File: src/rtl/div_unit_pkg.sv
// Shared constants and state encoding for the EX-stage divider.
package div_unit_pkg;

  localparam int unsigned DivDw         = 32;
  localparam int unsigned DivCntw       = 6;
  localparam int unsigned DoubleRegBusW = 2 * DivDw;

  typedef logic [DoubleRegBusW-1:0] double_reg_bus_t;

  localparam logic DivResultReady    = 1'b1;
  localparam logic DivResultNotReady = 1'b0;
  localparam logic DivStart          = 1'b1;
  localparam logic DivStop           = 1'b0;

  typedef enum logic [1:0] {
    DivFree   = 2'b00,
    DivByZero = 2'b01,
    DivOn     = 2'b10,
    DivEnd    = 2'b11
  } div_state_e;

endpackage

File: src/rtl/div_unit_if.sv
// Request/response bundle between the execute stage (master) and the divider (slave).
interface div_if #(
  parameter int unsigned DW = 32
);
  logic              signed_div_i;
  logic [DW-1:0]     opdata1_i;
  logic [DW-1:0]     opdata2_i;
  logic              start_i;
  logic              annul_i;
  logic [2*DW-1:0]   result_o;
  logic              ready_o;

  modport master (
    output signed_div_i, opdata1_i, opdata2_i, start_i, annul_i,
    input  result_o, ready_o
  );

  modport slave (
    input  signed_div_i, opdata1_i, opdata2_i, start_i, annul_i,
    output result_o, ready_o
  );
endinterface

File: src/rtl/div_unit.sv
// Multicycle radix-2 restoring divider for DIV/DIVU, result = {remainder, quotient}.
// Build option: define DIV_ANNUL_EN to let annul_i abort an in-flight divide;
// otherwise annul_i is ignored and every divide runs to completion.
module div_unit
  import div_unit_pkg::*;
#(
  parameter int unsigned DW   = DivDw,
  parameter int unsigned CNTW = DivCntw
) (
  input  logic clk,
  input  logic rst,
  div_if.slave div
);

  div_state_e        state_q, state_d;
  logic [CNTW-1:0]   cnt_q, cnt_d;
  logic [2*DW:0]     sr_q, sr_d;
  logic [DW-1:0]     op2_q, op2_d;
  logic              neg_quo_q, neg_quo_d;
  logic              neg_rem_q, neg_rem_d;
  logic              ready_q, ready_d;
  logic [2*DW-1:0]   result_q, result_d;

  logic              annul;
  logic [DW-1:0]     op1_abs, op2_abs;
  logic [DW:0]       diff;
  logic [2*DW:0]     sr_step;
  logic [DW-1:0]     quo_raw, rem_raw, quo_fix, rem_fix;

`ifdef DIV_ANNUL_EN
  assign annul = div.annul_i;
`else
  assign annul = 1'b0;
`endif

  // Operand magnitudes, one restoring step, and sign fix-up of the final step's output
  always_comb begin
    op1_abs = (div.signed_div_i && div.opdata1_i[DW-1]) ? -div.opdata1_i : div.opdata1_i;
    op2_abs = (div.signed_div_i && div.opdata2_i[DW-1]) ? -div.opdata2_i : div.opdata2_i;
    diff    = sr_q[2*DW:DW] - {1'b0, op2_q};
    // Negative trial: keep the partial remainder; otherwise replace it with diff
    sr_step = diff[DW] ? {sr_q[2*DW-1:0], 1'b0} : {diff[DW-1:0], sr_q[DW-1:0], 1'b1};
    quo_raw = sr_step[DW-1:0];
    rem_raw = sr_step[2*DW:DW+1];
    quo_fix = neg_quo_q ? -quo_raw : quo_raw;
    rem_fix = neg_rem_q ? -rem_raw : rem_raw;
  end

  // Next-state and output-register logic
  always_comb begin
    state_d   = state_q;
    cnt_d     = cnt_q;
    sr_d      = sr_q;
    op2_d     = op2_q;
    neg_quo_d = neg_quo_q;
    neg_rem_d = neg_rem_q;
    ready_d   = ready_q;
    result_d  = result_q;
    unique case (state_q)
      DivFree: begin
        if (div.start_i == DivStart && !annul) begin
          if (div.opdata2_i == '0) begin
            state_d = DivByZero;
          end else begin
            state_d   = DivOn;
            cnt_d     = '0;
            sr_d      = {{DW{1'b0}}, op1_abs, 1'b0};
            op2_d     = op2_abs;
            neg_quo_d = div.signed_div_i && (div.opdata1_i[DW-1] ^ div.opdata2_i[DW-1]);
            neg_rem_d = div.signed_div_i && div.opdata1_i[DW-1];
          end
        end
      end
      DivByZero: begin
        if (annul) begin
          state_d = DivFree;
        end else begin
          state_d  = DivEnd;
          ready_d  = DivResultReady;
          result_d = '0;
        end
      end
      DivOn: begin
        if (annul) begin
          state_d  = DivFree;
          ready_d  = DivResultNotReady;
          result_d = '0;
        end else begin
          sr_d  = sr_step;
          cnt_d = cnt_q + CNTW'(1);
          if (cnt_q == CNTW'(DW - 1)) begin
            state_d  = DivEnd;
            ready_d  = DivResultReady;
            result_d = {rem_fix, quo_fix};
          end
        end
      end
      DivEnd: begin
        if (annul || div.start_i == DivStop) begin
          state_d  = DivFree;
          ready_d  = DivResultNotReady;
          result_d = '0;
        end
      end
      default: state_d = DivFree;
    endcase
  end

  // State, counter, working and output registers
  always_ff @(posedge clk or posedge rst) begin
    if (rst) begin
      state_q   <= DivFree;
      cnt_q     <= '0;
      sr_q      <= '0;
      op2_q     <= '0;
      neg_quo_q <= 1'b0;
      neg_rem_q <= 1'b0;
      ready_q   <= DivResultNotReady;
      result_q  <= '0;
    end else begin
      state_q   <= state_d;
      cnt_q     <= cnt_d;
      sr_q      <= sr_d;
      op2_q     <= op2_d;
      neg_quo_q <= neg_quo_d;
      neg_rem_q <= neg_rem_d;
      ready_q   <= ready_d;
      result_q  <= result_d;
    end
  end

  assign div.ready_o  = ready_q;
  assign div.result_o = result_q;

endmodule

File: src/flat_wrapper.sv
// flat-port wrapper written by rule: the top's interface ports become plain ports
module div_unit_flat import div_unit_pkg::*;
#(
  parameter int unsigned DW   = DivDw,
  parameter int unsigned CNTW = DivCntw
)
  (clk, rst, div_signed_div_i, div_opdata1_i, div_opdata2_i, div_start_i, div_annul_i, div_result_o, div_ready_o);
  div_if #(.DW(DW)) div_i ();
  input  logic clk;
  input  logic rst;
  input wire logic [$bits(div_i.signed_div_i)-1:0] div_signed_div_i;
  input wire logic [$bits(div_i.opdata1_i)-1:0] div_opdata1_i;
  input wire logic [$bits(div_i.opdata2_i)-1:0] div_opdata2_i;
  input wire logic [$bits(div_i.start_i)-1:0] div_start_i;
  input wire logic [$bits(div_i.annul_i)-1:0] div_annul_i;
  output wire logic [$bits(div_i.result_o)-1:0] div_result_o;
  output wire logic [$bits(div_i.ready_o)-1:0] div_ready_o;
  assign div_i.signed_div_i = div_signed_div_i;
  assign div_i.opdata1_i = div_opdata1_i;
  assign div_i.opdata2_i = div_opdata2_i;
  assign div_i.start_i = div_start_i;
  assign div_i.annul_i = div_annul_i;
  assign div_result_o = div_i.result_o;
  assign div_ready_o = div_i.ready_o;
  div_unit #(.DW(DW), .CNTW(CNTW)) u_core (.clk(clk), .rst(rst), .div(div_i));
endmodule
File: config.mk
export PLATFORM = sky130hd
export DESIGN_NAME = div_unit_flat
export DESIGN_NICKNAME = d
export VERILOG_FILES = /design/src/rtl/div_unit_pkg.sv /design/src/rtl/div_unit_if.sv /design/src/rtl/div_unit.sv /design/src/flat_wrapper.sv
export SDC_FILE = /design/constraint.sdc
export NUM_CORES = 1
export LEC_CHECK = 0
export BUFFER_PORTS_ARGS = -buffer_cell sky130_fd_sc_hd__buf_2
export CAP_MARGIN = 20
export CORE_ASPECT_RATIO = 1.75
export CORE_MARGIN = 2
export CORE_UTILIZATION = 45
export DETAILED_ROUTE_END_ITERATION = 12
export PLACE_DENSITY_LB_ADDON = 0.15
export SKIP_LAST_GASP = 1
export SYNTH_ARGS = -nofsm -noshare
export SYNTH_HDL_FRONTEND = slang
export SYNTH_SLANG_ARGS = --single-unit
File: constraint.sdc
create_clock -name clk -period 18.2 [get_ports clk]
set_input_delay 3.64 -clock clk [delete_from_list [all_inputs] [get_ports clk]]
set_output_delay 3.64 -clock clk [all_outputs]
set_load 0.01 [all_outputs]
==> metrics.sh, run 1 <==
RUN_STATUS='finished, final reports clean'
N_ANTENNA_CELL=0
HOLDBUFCOUNTCTS=0
P_PER_AREA_nW_PER_UM2=141.8
RSZ0062_AT_GRT='no'
GLOBAL_ROUTE_WIRE_LENGTH_BEFORE_REPAIR_UM=56570
TRITONCTS.NUM_BUFFERS=17
PERIOD_SHARE=0.4380
MAX_SLEW.WORST_PIN.SLEW_NS=1.011
STARTING_DENSITY_OF_THE_CORE=0.4575
FINAL_SETUP_VIOLS=0
MAX_CAP_CHECK_VIOLATION_COUNT=0
FINAL-HOLD-VIOLATION-COUNT=0
MOST_FREQUENT_STANDARD_CELL_IN_THE_LAYOUT_EXCLUDING_FILL_AND_TAP_CELLS='nand2_1'
GLOBAL_ROUTING_MET2_RESOURCE_UTILIZATION=0.4516
PLACE.DETAILED.HPWL_UM=25990
FINAL_ANTENNA_NET_COUNT=0
TIMING.CLOCK.SKEW_NS=0.01093
CTS_ROOT_BUFFER='clkbuf_16'
DRT-WIRELENGTH-PER-CELL_UM=18.04
DRT_PASS1_ITERATIONS=5
FINAL_ROUTED_DRC_VIOLATION_TOTAL=0
CTS.SINK_COUNT=172
CORE_AREA_UM2=26590
GP_ROUTABILITY_CONGESTION=0.9111
NETLIST_AREA_UM2=12170
PLACEMENTROWS=79
FIRST_ITER_VIOLATIONS=453
BUFFER_PORTS.INSERTED=132
TOTAL_GLOBAL_ROUTING_OVERFLOW=0
DIE_AREA_UM2=28420
AREAGROWTHSYNTHTOFINISH_PCT=10.87
PEAKVDDDROP_mV=0.09795
TIMING.FINAL.CRIT_PERIOD_NS=7.972
MIN_PATH_TYPE='reg -> reg'
CLK_PIN_SLEW_WORST_PATHS_NS=0.07
LEAKAGEPOWER_uW=0.006039
SYN-NUM-NETS=1614
I_O_PIN_COUNT=134
AVGSYNTHCELLAREA_UM2=8.094
GRT_MAX_DEGREE=84
NUMBER_OF_PINS_EXCEEDING_THEIR_MAX_SLEW_LIMIT_IN_THE_FINAL_REPORT=0
WORST_SETUP_PATH_CLASS='in -> reg'
GRT_BUSIEST_LAYER='met2'
CHIPHEIGHT_UM=221.5
DRT-VIAS-PER-INSTANCE=5.706
NUM_VIAS=10940
CRITPATHLAUNCHTYPE='input pin'
MAXCLOCKFREQUENCY_GHz=0.1254
TIMING.CRITICAL_PATH.TO_TYPE='flop'
LAYOUT_COMMON_CELLS='nand2_1, o21ai_0, dfrtp_1'
POST_CTS_RESIZED=0
TOTAL_OF_WARNINGS_RAISED_BY_YOSYS=0
CTS_TREE='built'
WORST_RELATIVE_SLEW_SLACK=0.3174
GRT_ANTENNA_BEFORE_REPAIR=1
POST-CTS-SETUP-BUFFER-COUNT=0
YS_FF_LATCH=172
FP.DIEW_UM=128.3
TNS_NS=0
FINAL_NETS=1691
GR-USAGE-ALL-LAYERS=0.2509
INSERTION_DELAY_NS=0.45
CRITPATHREQUIREDTIME_NS=18.53
GRT.MET1_USAGE=0.2804
CP_MAX_FO=83
POST_SYNTH_EDFFS=0
HTREEDEPTH=4
POST-ROUTE-UTIL=0.5073
SYN-INSTANCE-COUNT=1503
VIA_COUNT_OF_THE_FIRST_GLOBAL_ROUTING_PASS=11140
PART_OF_THE_YOSYS_AREA_USED_FOR_SEQUENTIAL_ELEMENTS=0.3538
SYNTHFLOPTYPE='dfrtp_1'
SYNTH_ASYNC_SR_FLOP_SHARE=1.000
WIRELENGTH_UM=34570
TIMING.CRITICAL_PATH.ARRIVAL_NS=8.30
GLOBALROUTEMET3UTIL=0.05212
DRIVE_GT1_FRAC=0.1343
YOSYSUNIQUECELLTYPES=84
CTS.PATH.MAX_BUFFERS=2
-- where the power goes --
| group | internal (uW) | switching [uW] | leakage, uW |
|---|---|---|---|
| sequential | 499 | 106 | 0.00228 |
| clock | 179 | 163 | 0.000261 |
| combinational | 337 | 629 | 0.00350 |
-- cell usage after synthesis (all sizes together) (5+ instances only) --
cell | number | area, um^2
a211oi | 6 | 45.04
a21o | 11 | 83.83
a21oi | 109 | 553.0
a31oi | 13 | 81.33
and2 | 13 | 82.58
and3 | 8 | 51.30
buf | 29 | 178.9
clkbuf | 55 | 230.2
dfrtp | 172 | 4304
ha | 41 | 513.0
inv | 60 | 225.2
mux2i | 30 | 300.3
nand2 | 240 | 900.9
nand2b | 10 | 62.56
nand3 | 18 | 90.09
nand3b | 5 | 37.54
nand4 | 13 | 87.58
nor2 | 105 | 399.1
nor2b | 6 | 37.54
nor3 | 21 | 110.1
nor4 | 10 | 83.83
o211ai | 9 | 72.57
o21ai | 233 | 1166
o21bai | 6 | 45.04
o31a | 5 | 43.79
o31ai | 22 | 165.2
o41ai | 13 | 143.9
or2 | 6 | 37.54
or3 | 27 | 168.9
or4 | 13 | 101.4
xnor2 | 68 | 595.6
xor2 | 72 | 630.6
-- state kept, by name, summed over array words and instances (netlist names) --
signal               count
u_core.cnt_q             6
u_core.div.ready_o       1
u_core.div.result_o     64
u_core.neg_quo_q         1
u_core.neg_rem_q         1
u_core.op2_q            32
u_core.sr_q             65
u_core.state_q           2
-- final cells by class --
class | count | area (um^2)
fillers | 2664 | 13100
multi-input cells | 1187 | 7246
flip-flops and latches | 172 | 4304
repair buffers | 142 | 768.2
clock buffers | 20 | 446.7
well taps | 324 | 405.4
inverters | 60 | 230.2
clock inverters | 12 | 87.58
-- cell families (layout without fill, tap and decap cells) --
logic type / count (synthesis) / count (layout) / synth area share
multiplexers: 34 / 34 / 0.02839
XOR/XNOR: 140 / 140 / 0.1008
buffers and inverters: 144 / 234 / 0.05214
AO/OA/AOI/OAI: 466 / 466 / 0.2276
AND/OR/NAND/NOR: 505 / 505 / 0.1935
flip-flops: 172 / 172 / 0.3538
adder cells (fa/ha/maj): 42 / 42 / 0.04381
-- worst paths after layout --
check / startpoint / cells after the start / end / slack, ns
max: div_opdata2_i[8] / 14 / u_core.cnt_q[5] / 10.23
min: u_core.div.result_o[32] / 2 / u_core.div.result_o[32] / 0.48
max reg2reg: u_core.sr_q[32] / 22 / u_core.div.result_o[56] / 12.19
min reg2reg: u_core.div.result_o[32] / 2 / u_core.div.result_o[32] / 0.48
max in group asynchronous: rst / 3 / u_core.op2_q[28] / 13.75
min in group asynchronous: rst / 2 / u_core.div.result_o[12] / 3.26
-- critical path, cell delays in order --
cell	delay, ns
buf_2	0.12
nor4_1	0.56
nor4b_2	0.55
nand2_1	0.20
nor2_1	0.31
nand2_1	0.23
or3_1	0.48
and3_2	0.24
buf_4	0.32
nor2_4	0.49
buf_4	0.71
nor3_1	0.16
xnor2_1	0.18
nor2_1	0.05
-- through the flow --
step	instance area, um^2	worst slack [ns]	hold WS, ns	total power (uW)	std cells
floorplan	12170	9.900	0.4495	1303	1503
global placement	12910	9.654	0.4611	1551	1883
detailed placement	12910	9.678	0.4647	1566	1883
CTS	13440	10.16	0.4801	1919	1915
global route	13490	9.893	0.5016	2075	1917
finish	13490	10.23	0.4756	1913	1917
-- layer usage --
metal / part of all wire / wire length [um]
met1: 0.39 / 13450
met2: 0.53 / 18250
met3: 0.043 / 1498
met4: 0.040 / 1368
met5: 0.00032 / 11
No activity file was read; power rests on OpenSTA's default activity.
==> run 2, diff against run 1 <==
--- a/config.mk
+++ b/config.mk
@@ -5,6 +5,7 @@
 export SDC_FILE = /design/constraint.sdc
 export NUM_CORES = 1
 export LEC_CHECK = 0
+export ABC_AREA = 1
 export BUFFER_PORTS_ARGS = -buffer_cell sky130_fd_sc_hd__buf_2
 export CAP_MARGIN = 20
 export CORE_ASPECT_RATIO = 1.75
==> constraint.sdc (replaced) <==
create_clock -name clk -period 6.4 [get_ports clk]
set_input_delay 1.28 -clock clk [delete_from_list [all_inputs] [get_ports clk]]
set_output_delay 1.28 -clock clk [all_outputs]
set_load 0.01 [all_outputs]
==> metrics.sh, run 2 <==
RUN_STATUS='finished, final reports clean'
TIMING.RR.END='u_core.div.result_o[30]'
TOTAL_OF_WARNINGS_RAISED_BY_YOSYS=0  # unchanged
CTS_ROOT_BUFFER='clkbuf_16'
CRITPATHREQUIREDTIME_NS=6.77  # -11.76 ns
CRITPATHLAUNCHTYPE='flop'
CHIPHEIGHT_UM=230.8  # +4.2%
TIMING.CRITICAL_PATH.TO_TYPE='flop'
TIMING.FINAL.CRIT_PERIOD_NS=4.855
TRITONCTS.NUM_BUFFERS=17  # unchanged
FINISH.CELL_COUNT_WITHOUT_FILLERS=2506  # +31%
SYN-INSTANCE-COUNT=2017  # +34%
WORST_SETUP_PATH_CLASS='reg -> reg'
WORSTSETUPSTARTPOINT='u_core.op2_q[27]'
LEAKAGEPOWER_uW=0.008070  # +34%
DRT-WIRELENGTH-PER-CELL_UM=16.66  # -7.6%
CTS.SINK_COUNT=172  # unchanged
VIA_COUNT_OF_THE_FIRST_GLOBAL_ROUTING_PASS=13070  # +17%
FINAL_ROUTED_DRC_VIOLATION_TOTAL=0  # unchanged
FIRST_ITER_VIOLATIONS=644  # +42%
HTREEDEPTH=4  # unchanged
STARTING_DENSITY_OF_THE_CORE=0.4534  # -0.004159
DPL.CELL_COUNT=2478  # +32%
AREAGROWTHSYNTHTOFINISH_PCT=11.47
PRE_CTS_SLACK_NS=1.518  # -8.161 ns
WORST-PATH-STAGES=26  # +12
I_O_PIN_COUNT=134  # unchanged
PLACEMENTROWS=83  # +5.1%
SYNTH_ASYNC_SR_FLOP_SHARE=1.000  # unchanged
REG2REG_SLACK_NS=1.55  # -10.64 ns
YOSYSUNIQUECELLTYPES=53  # -37%
HOLDBUFCOUNTCTS=0  # unchanged
DRIVE_GT1_FRAC=0.1201  # -0.01428
POST_CTS_RESIZED=0  # unchanged
CORE_AREA_UM2=29180  # +9.7%
PERIOD_SHARE=0.7585
CP_MAX_FO=50  # -40%
GR-USAGE-ALL-LAYERS=0.2777  # +0.02684
PLACE.DETAILED.HPWL_UM=32740  # +26%
CTS_TREE='built'
SYNTHFLOPTYPE='dfrtp_1'
NUMBER_OF_FLIP_FLOPS_UNDER_THE_LARGEST_REGISTER_NAME=65  # unchanged
WORST_RELATIVE_SLEW_SLACK=0.2908  # -0.02658
MAX_SLEW.WORST_PIN.SLEW_NS=1.064  # +0.05271 ns
R2R-START='u_core.op2_q[27]'
FINAL_NETS=2226  # +32%
P_PER_AREA_nW_PER_UM2=395.2  # +180%
TNS_NS=0  # unchanged
TIMING.CLOCK.SKEW_NS=0.01351  # +0.002580 ns
DRT_PASS1_ITERATIONS=5  # unchanged
POST-SYNTH-TOP-AREA-CELL='dfrtp_1'
DIE_AREA_UM2=30840  # +8.5%
MAX_CAP_CHECK_VIOLATION_COUNT=0  # unchanged
NETLIST_TOP_CELLS_COUNT='nand2_1, inv_1, dfrtp_1'
PART_OF_THE_YOSYS_AREA_USED_FOR_SEQUENTIAL_ELEMENTS=0.3253  # -0.02847
YOSYSTOPAREACELLSHARE=0.3253  # -0.02847
NUMBER_OF_PINS_EXCEEDING_THEIR_MAX_SLEW_LIMIT_IN_THE_FINAL_REPORT=0  # unchanged
REG2REG_DEPTH=26  # +18%
WORST_PATH_DOMINANT_CELL_FAMILY='simple AND/OR/NAND/NOR gates'
YS_FF_LATCH=172  # unchanged
PATH_BUF_INV=2  # -1
GLOBAL_ROUTE_WIRE_LENGTH_BEFORE_REPAIR_UM=66830  # +18%
INSERTION_DELAY_NS=0.45  # about the same
LAYOUT_SETUP_WS_NS=1.545  # -8.682 ns
SYN-NUM-NETS=2128  # +32%
TIMING.CRITICAL_PATH.ARRIVAL_NS=5.23  # -3.07 ns
CTS.PATH.MAX_BUFFERS=2  # unchanged
BUFFER_PORTS.INSERTED=132  # unchanged
MIN_PATH_TYPE='reg -> reg'
GRT_ANTENNA_BEFORE_REPAIR=0  # -1
RSZ0062_AT_GRT='no'
FP.DIEW_UM=133.6  # +4.2%
PEAKVDDDROP_mV=0.2169  # +120%
LAYOUT_COMMON_CELLS='nand2_1, inv_1, dfrtp_1'
CRIT_SLOWEST_CELL='dfrtp_1'
MAX_STAGE_DELAY_NS=0.38  # -0.33 ns
AVGSYNTHCELLAREA_UM2=6.559  # -19%
GP_ROUTABILITY_CONGESTION=0.9395  # +3.1%
DRT-VIAS-PER-INSTANCE=5.240  # -8.2%
GRT_MAX_DEGREE=164  # +95%
TOTAL_GLOBAL_ROUTING_OVERFLOW=0  # unchanged
MOST_FREQUENT_STANDARD_CELL_IN_THE_LAYOUT_EXCLUDING_FILL_AND_TAP_CELLS='nand2_1'
POST-CTS-SETUP-BUFFER-COUNT=0  # unchanged
CLK_PIN_SLEW_WORST_PATHS_NS=0.07  # about the same
FINAL_SETUP_VIOLS=0  # unchanged
LARGEST_REGISTER='u_core.sr_q'
NETLIST_AREA_UM2=13230  # +8.8%
MAXCLOCKFREQUENCY_GHz=0.2060
YOSYS-TOP-CELLS-AREA='dfrtp_1, nand2_1, inv_1'
FINAL-HOLD-VIOLATION-COUNT=0  # unchanged
N_ANTENNA_CELL=0  # unchanged
CP_COMMON_CELL='nand2_1'
CRITICAL_PATH.ENDPOINT='u_core.div.result_o[30]'
POST_SYNTH_EDFFS=0  # unchanged
YOSYSMOSTFREQUENTCELL='nand2_1'
FINAL_ANTENNA_NET_COUNT=0  # unchanged
HOLDPATHSTAGES=2  # unchanged
NUM_VIAS=13130  # +20%
WIRELENGTH_UM=41740  # +21%
==> run 2: cell count changes in the layout (fill, tap and decap cells not counted), moves of 49 or more <==
cell / previous run / this run
nand2_1: 238 / 661
o21ai_0: 230 / 165
xnor2_1: 68 / 19
nand3_1: 18 / 95
nor2_1: 103 / 160
inv_1: 58 / 260
==> run 2: area by class of cell <==
cell class | instances | area, um^2
fill | 2966 | 14430
multi-input combinational | 1510 | 7615
sequential | 172 | 4304
inverter | 270 | 1018
timing repair buffer | 144 | 783.3
tap | 382 | 478.0
clock buffer | 18 | 429.2
clock inverter | 10 | 120.1
==> run 2: layer usage <==
metal  track usage  vias to the layer above  wire length, um
met5             0                        -                0
met4        0.1885                        0             2936
met3       0.03909                      112             1426
met2        0.5087                      287            21690
met1        0.2904                     6071            15690
li1              -                     6662                -
==> run 2: tightest hold or removal path, cell delays in order (launching register included) <==
cell     delay (ns)
dfrtp_1        0.34
nand2_1        0.05
nand2_1        0.06
==> run 2: cells by family after synthesis <==
| kind of cell | count (synthesis) | synth area share |
|---|---|---|
| AOI/OAI and AO/OA | 337 | 0.1436 |
| xor gates and xnor gates | 70 | 0.04634 |
| adders and majority gates | 42 | 0.04029 |
| buffers and inverters | 335 | 0.1002 |
| DFF | 172 | 0.3253 |
| and+or+nand+nor | 1061 | 0.3443 |
==> run 2: stage by stage <==
step                hold WS (ns)  total power, uW  area (um^2)    util
finish                    0.4785             5828        14750  0.5054
global route              0.5014             6318        14750  0.5054
CTS                       0.4834             5847        14750  0.5054
detailed placement        0.4594             4805        14200  0.4866
global placement          0.4598             4751        14170  0.4856
floorplan                 0.4530             3845        13230       -
==> run 2: worst min path at each step <==
stage                             from                       to  slack [ns]
2_1_floorplan         u_core.op2_q[10]         u_core.op2_q[10]        0.45
3_3_place_gp   u_core.div.result_o[38]  u_core.div.result_o[38]        0.46
3_5_place_dp   u_core.div.result_o[38]  u_core.div.result_o[38]        0.46
4_1_cts        u_core.div.result_o[59]  u_core.div.result_o[59]        0.48
5_1_grt        u_core.div.result_o[10]  u_core.div.result_o[10]        0.50
6_report       u_core.div.result_o[56]  u_core.div.result_o[56]        0.48
==> run 2: power by group <==
group          switching [uW]  internal, uW  total (uW)
logic                    2190           946        3140
registers                 251          1420        1670
clock network             458           567        1030
